`config.mk`:
```
export PLATFORM = sky130hd
export DESIGN_NAME = timer_scheduler
export DESIGN_NICKNAME = d
export VERILOG_FILES = /design/src/rtl/timer_scheduler.sv
export SDC_FILE = /design/constraint.sdc
export NUM_CORES = 1
export LEC_CHECK = 0
export BUFFER_PORTS_ARGS = -buffer_cell sky130_fd_sc_hd__buf_2
export CAP_MARGIN = 20
export CORE_ASPECT_RATIO = 0.75
export CORE_UTILIZATION = 47
export DETAILED_ROUTE_END_ITERATION = 12
export GPL_TIMING_DRIVEN = 0
export PLACE_DENSITY = 0.86
export SETUP_SLACK_MARGIN = 0.4
export SYNTH_ARGS = -nofsm -noshare
export SYNTH_HDL_FRONTEND = slang
export SYNTH_SLANG_ARGS = --single-unit
```
`constraint.sdc`:
```
create_clock -name clk -period 6.4 [get_ports clk]
set_input_delay 0.96 -clock clk [delete_from_list [all_inputs] [get_ports clk]]
set_output_delay 0.96 -clock clk [all_outputs]
set_load 0.01 [all_outputs]
```
`src/rtl/timer_scheduler.sv`:
```
// timer_scheduler: lets NUM_CLIENTS requesters share one Timer for one-shot delays.
// A round-robin arbiter grants one client at a time, loads its delay into the Timer,
// waits for timer_interrupt and returns a one-cycle done pulse to that client.
//
// Ports:
//   clk              system clock
//   rst              asynchronous active-low reset
//   req              per-client request level
//   delay            per-client delay, client i at [i*DELAY_WIDTH +: DELAY_WIDTH]
//   ack              one-hot pulse: request accepted, delay latched
//   done             one-hot pulse: granted delay expired
//   busy             high from the grant cycle through the done cycle
//   owner            index of the current or last granted client
//   timer_write      Timer write strobe
//   timer_data       Timer data_in (latched delay)
//   timer_interrupt  Timer expiry level
module timer_scheduler #(
  parameter int unsigned NUM_CLIENTS = 4,
  parameter int unsigned DELAY_WIDTH = 32,
  parameter int unsigned IDX_WIDTH   = $clog2(NUM_CLIENTS)
) (
  input  logic                               clk,
  input  logic                               rst,
  input  logic [NUM_CLIENTS-1:0]             req,
  input  logic [NUM_CLIENTS*DELAY_WIDTH-1:0] delay,
  output logic [NUM_CLIENTS-1:0]             ack,
  output logic [NUM_CLIENTS-1:0]             done,
  output logic                               busy,
  output logic [IDX_WIDTH-1:0]               owner,
  output logic                               timer_write,
  output logic [DELAY_WIDTH-1:0]             timer_data,
  input  logic                               timer_interrupt
);

  typedef enum logic [2:0] {
    S_IDLE   = 3'd0,
    S_LOAD   = 3'd1,
    S_SETTLE = 3'd2,
    S_WAIT   = 3'd3,
    S_DONE   = 3'd4
  } state_t;

  state_t                  r_state;
  state_t                  w_state_nxt;

  logic [IDX_WIDTH-1:0]    r_last;
  logic [IDX_WIDTH-1:0]    r_owner;
  logic [NUM_CLIENTS-1:0]  r_ack;
  logic [NUM_CLIENTS-1:0]  r_done;
  logic                    r_busy;
  logic                    r_write;
  logic [DELAY_WIDTH-1:0]  r_data;

  logic [IDX_WIDTH-1:0]    w_last_nxt;
  logic [IDX_WIDTH-1:0]    w_owner_nxt;
  logic [NUM_CLIENTS-1:0]  w_ack_nxt;
  logic [NUM_CLIENTS-1:0]  w_done_nxt;
  logic                    w_busy_nxt;
  logic                    w_write_nxt;
  logic [DELAY_WIDTH-1:0]  w_data_nxt;

  logic                    w_found;
  logic [IDX_WIDTH-1:0]    w_winner;
  int unsigned             w_scan;
  logic [DELAY_WIDTH-1:0]  w_delay_arr [NUM_CLIENTS];

  // Unpack the flat delay bus into one entry per client.
  for (genvar g = 0; g < NUM_CLIENTS; g++) begin : g_unpack
    assign w_delay_arr[g] = delay[g*DELAY_WIDTH +: DELAY_WIDTH];
  end

  // Round-robin search starting at last+1, wrapping modulo NUM_CLIENTS.
  always_comb begin
    w_found  = 1'b0;
    w_winner = '0;
    w_scan   = 0;
    for (int unsigned k = 1; k <= NUM_CLIENTS; k++) begin
      w_scan = 32'(r_last) + k;
      if (w_scan >= NUM_CLIENTS) begin
        w_scan = w_scan - NUM_CLIENTS;
      end
      if (!w_found && req[IDX_WIDTH'(w_scan)]) begin
        w_found  = 1'b1;
        w_winner = IDX_WIDTH'(w_scan);
      end
    end
  end

  // State register.
  always_ff @(posedge clk or negedge rst) begin
    if (!rst) begin
      r_state <= S_IDLE;
    end else begin
      r_state <= w_state_nxt;
    end
  end

  // Next state and next registered outputs.
  always_comb begin
    w_state_nxt = r_state;
    w_ack_nxt   = '0;
    w_done_nxt  = '0;
    w_write_nxt = 1'b0;
    w_owner_nxt = r_owner;
    w_data_nxt  = r_data;
    w_last_nxt  = r_last;
    w_busy_nxt  = 1'b0;

    case (r_state)
      S_IDLE: begin
        if (w_found) begin
          w_state_nxt = S_LOAD;
          w_ack_nxt   = NUM_CLIENTS'(1) << w_winner;
          w_owner_nxt = w_winner;
          w_data_nxt  = w_delay_arr[w_winner];
          // A zero delay never touches the Timer.
          w_write_nxt = (w_delay_arr[w_winner] != '0);
        end
      end
      S_LOAD: begin
        w_state_nxt = (r_data != '0) ? S_SETTLE : S_DONE;
      end
      S_SETTLE: begin
        // Interrupt may still be high from the previous expiry; skip one cycle.
        w_state_nxt = S_WAIT;
      end
      S_WAIT: begin
        if (timer_interrupt) begin
          w_state_nxt = S_DONE;
        end
      end
      S_DONE: begin
        w_state_nxt = S_IDLE;
      end
      default: begin
        w_state_nxt = S_IDLE;
      end
    endcase

    if (w_state_nxt == S_DONE) begin
      w_done_nxt = NUM_CLIENTS'(1) << r_owner;
      w_last_nxt = r_owner;
    end
    w_busy_nxt = (w_state_nxt != S_IDLE);
  end

  // Output and bookkeeping registers.
  always_ff @(posedge clk or negedge rst) begin
    if (!rst) begin
      r_ack   <= '0;
      r_done  <= '0;
      r_busy  <= 1'b0;
      r_write <= 1'b0;
      r_data  <= '0;
      r_owner <= '0;
      r_last  <= IDX_WIDTH'(NUM_CLIENTS - 1);
    end else begin
      r_ack   <= w_ack_nxt;
      r_done  <= w_done_nxt;
      r_busy  <= w_busy_nxt;
      r_write <= w_write_nxt;
      r_data  <= w_data_nxt;
      r_owner <= w_owner_nxt;
      r_last  <= w_last_nxt;
    end
  end

  assign ack         = r_ack;
  assign done        = r_done;
  assign busy        = r_busy;
  assign owner       = r_owner;
  assign timer_write = r_write;
  assign timer_data  = r_data;

endmodule

```
==> metrics.txt <==
routed vias=3547; global-route wire length before repair=16800 µm; count of final setup violators=0; H-Tree Depth=2; Synth area leader=dfrtp_1; kind of critical path=primary input to flop; gpl congestion=0.903; P_leak=2.07 nW; FILL cells=482; Setup WS pre-CTS=2.91 ns; antenna viol nets, final=0; grt ovf=0; drt drc=0; CTS Buf Count=5; Tmin final=3.23 ns; Port Buffer Count=178; worst min path class=flop to flop; Startpoint Class=primary input; Worst Path Arrival=3.41 ns; Synth Warn #=0; crit path max fanout=10; Post-Route Skew=0.00495 ns; CTS clk-pin slew, worst paths=0.10 ns; clock buffer depth=2; Worst Tran Pin Value=0.868 ns; FFs w/ async S/R, synth=100%; Root Driver=clkbuf_8; ys flop type=dfrtp_1; number of global-route vias before repair=3243; I/O Pins=179; vias per std cell=5.85; Cell variety after synth=35; num rows=24; die area=6700 µm²; max_cap viols=0; commonest cells in the netlist=nand2_1 (108), dfrtp_1 (47), a21oi_1 (36); number of gates resized after cts=0; floorplan core area=5980 µm²; drt wl/cell=18.9 µm; initial antenna violation count=0; max-slew violations=0; Final Hold Viols=0; P&R area growth vs syn=38.2%; RSZ-0062 raised after global routing=no; area of the mapped netlist=3000 µm²; Die Wd=94.2 µm; routed wire length=11400 µm; Worst R2R Start=r_last[1]; largest net degree at the start of global routing=50; Die Ht=71.2 µm; Required @ worst endpoint=6.58 ns; Clock Sinks=49; Mean Syn Cell Area=8.79 µm²; worst reg2reg endpoint=timer_write; post-synth top area share=39.2%; Worst Hold Path EP=timer_data[15]; Crit. End Element=flop; Iter 0 DRT Violations=223; CTS tree=built; Initial Util=50.1%; Mapped Nets=476; DP Wirelength=8880 µm; Worst R2R Path Depth=9; Seq/Total Area, Yosys=41.0%; fin cells=606; Final Net Count=662; Placed Cells=597; fraction of layout instances using a drive strength above 1=45.3%; number of synthesized register bits=49; Setup WS post-layout=3.17 ns; GRT Total Usage=34.0%; Post-CTS Hold Buffers=0; Max Freq=310 MHz; placed cell area=3990 µm²; Hold Startpoint=timer_data[15]; number of flops mapped to enable cells by yosys=0; design area=4140 µm²; worst hold path stage count=1; Post-CTS Setup Inserts=0; Max transition margin=41.4%; setup_tns=0 ns; status=complete, no violations; Cells after Synth=341; most common cell in the synthesized netlist=nand2_1; final period utilization=50.5%; ant diodes=0; VDD IR max=0.000251 V; Synth area leaders=dfrtp_1 (39%), nand2_1 (14%), mux2_2 (12%), a32oi_1 (9.4%), a21oi_1 (6.0%); r2r setup slk=3.39 ns; power per cell area=463 nW/µm²; worst skew pair latency=0.31 ns; drt pass-1 iters=5
==> metrics by stage <==
| stage | utilization (%) | power (mW) | hold slack, ns |
|---|---|---|---|
| floorplan | - | 1.21 | 0.448 |
| global placement | 66.7 | 1.58 | 0.477 |
| detailed placement | 66.7 | 1.62 | 0.494 |
| CTS | 69.0 | 1.89 | 0.525 |
| global route | 69.3 | 2.01 | 0.557 |
| finish | 69.3 | 1.92 | 0.540 |
==> flip-flops by register name, indices dropped and copies added, names as in the netlist <==
signal and count:
done 4, r_state 3, owner 2, timer_data 32, r_last 2, ack 4, timer_write 1, busy 1
==> how the worst max path moves through the flow <==
| stage | start | end | slack, ns | cells past startpoint |
|---|---|---|---|---|
| final | req[0] | timer_write | 3.17 | 10 |
| after global routing | req[0] | timer_write | 2.93 | 10 |
| after CTS | req[0] | timer_write | 3.22 | 10 |
| after detailed placement | req[0] | timer_write | 2.91 | 10 |
| after global placement | req[0] | timer_write | 2.95 | 10 |
| after floorplan | req[0] | timer_write | 3.70 | 9 |
==> power by group <==
part / internal, mW / switching, mW
clock: 0.157 / 0.111
sequential: 0.456 / 0.119
combinational: 0.448 / 0.628
==> logic make-up (layout without fill, tap and decap cells) <==
family	count (synthesis)	in the layout	synth area share, %
multiplexers	33	33	12.4
AO/OA/AOI/OAI	81	81	19.0
buffers and inverters	31	218	6.35
AND/OR/NAND/NOR	147	147	21.3
flip-flops	49	49	41.0
==> cell usage in the layout, fill, tap and decap left out, types with 2 or more instances in the layout <==
cell       netlist  final
nand2_1        108    108
nor4_1          16     16
buf_6            9      9
mux2_2          32     32
o21ai_0          2      2
a21oi_1         36     36
nand4_1          2      2
buf_1            2      2
a31oi_1          2      2
and4_1           2      2
nand2b_1         3      3
clkbuf_1         9      9
dfstp_2          2      2
nor2_1           7      7
bufinv_16        0      2
nand3_1          2      2
dfrtp_1         47     47
inv_1            6      6
clkbuf_8         0      5
nor3b_1          2      2
a32oi_1         32     32
buf_2            5    183
==> metal layers <==
layer / GRT usage (%) / part of all wire [%]
met3: 9.25 / 11
met2: 54.4 / 45
met5: 0 / 0
met4: 12.5 / 3.3
met1: 44.2 / 41
==> cell type report <==
type	count	area, µm²	share of cell area (%)
repair buffers	179	911	22.0
flip-flops and latches	49	1230	29.7
inverters	6	22.5	0.544
plain buffers	25	168	4.05
clock inverters	3	68.8	1.66
clock buffers	5	68.8	1.66
well taps	78	97.6	2.36
multi-input cells	261	1580	38.1
==> critical path, stage by stage <==
cell	delay [ns]
buf_2	0.12
a21oi_1	0.14
a31oi_1	0.08
a21oi_1	0.23
clkbuf_1	0.38
buf_1	0.51
a32oi_1	0.24
nor4_1	0.43
and4_1	0.26
a21oi_2	0.05
Note: power is estimated with default switching activity, not from simulation.
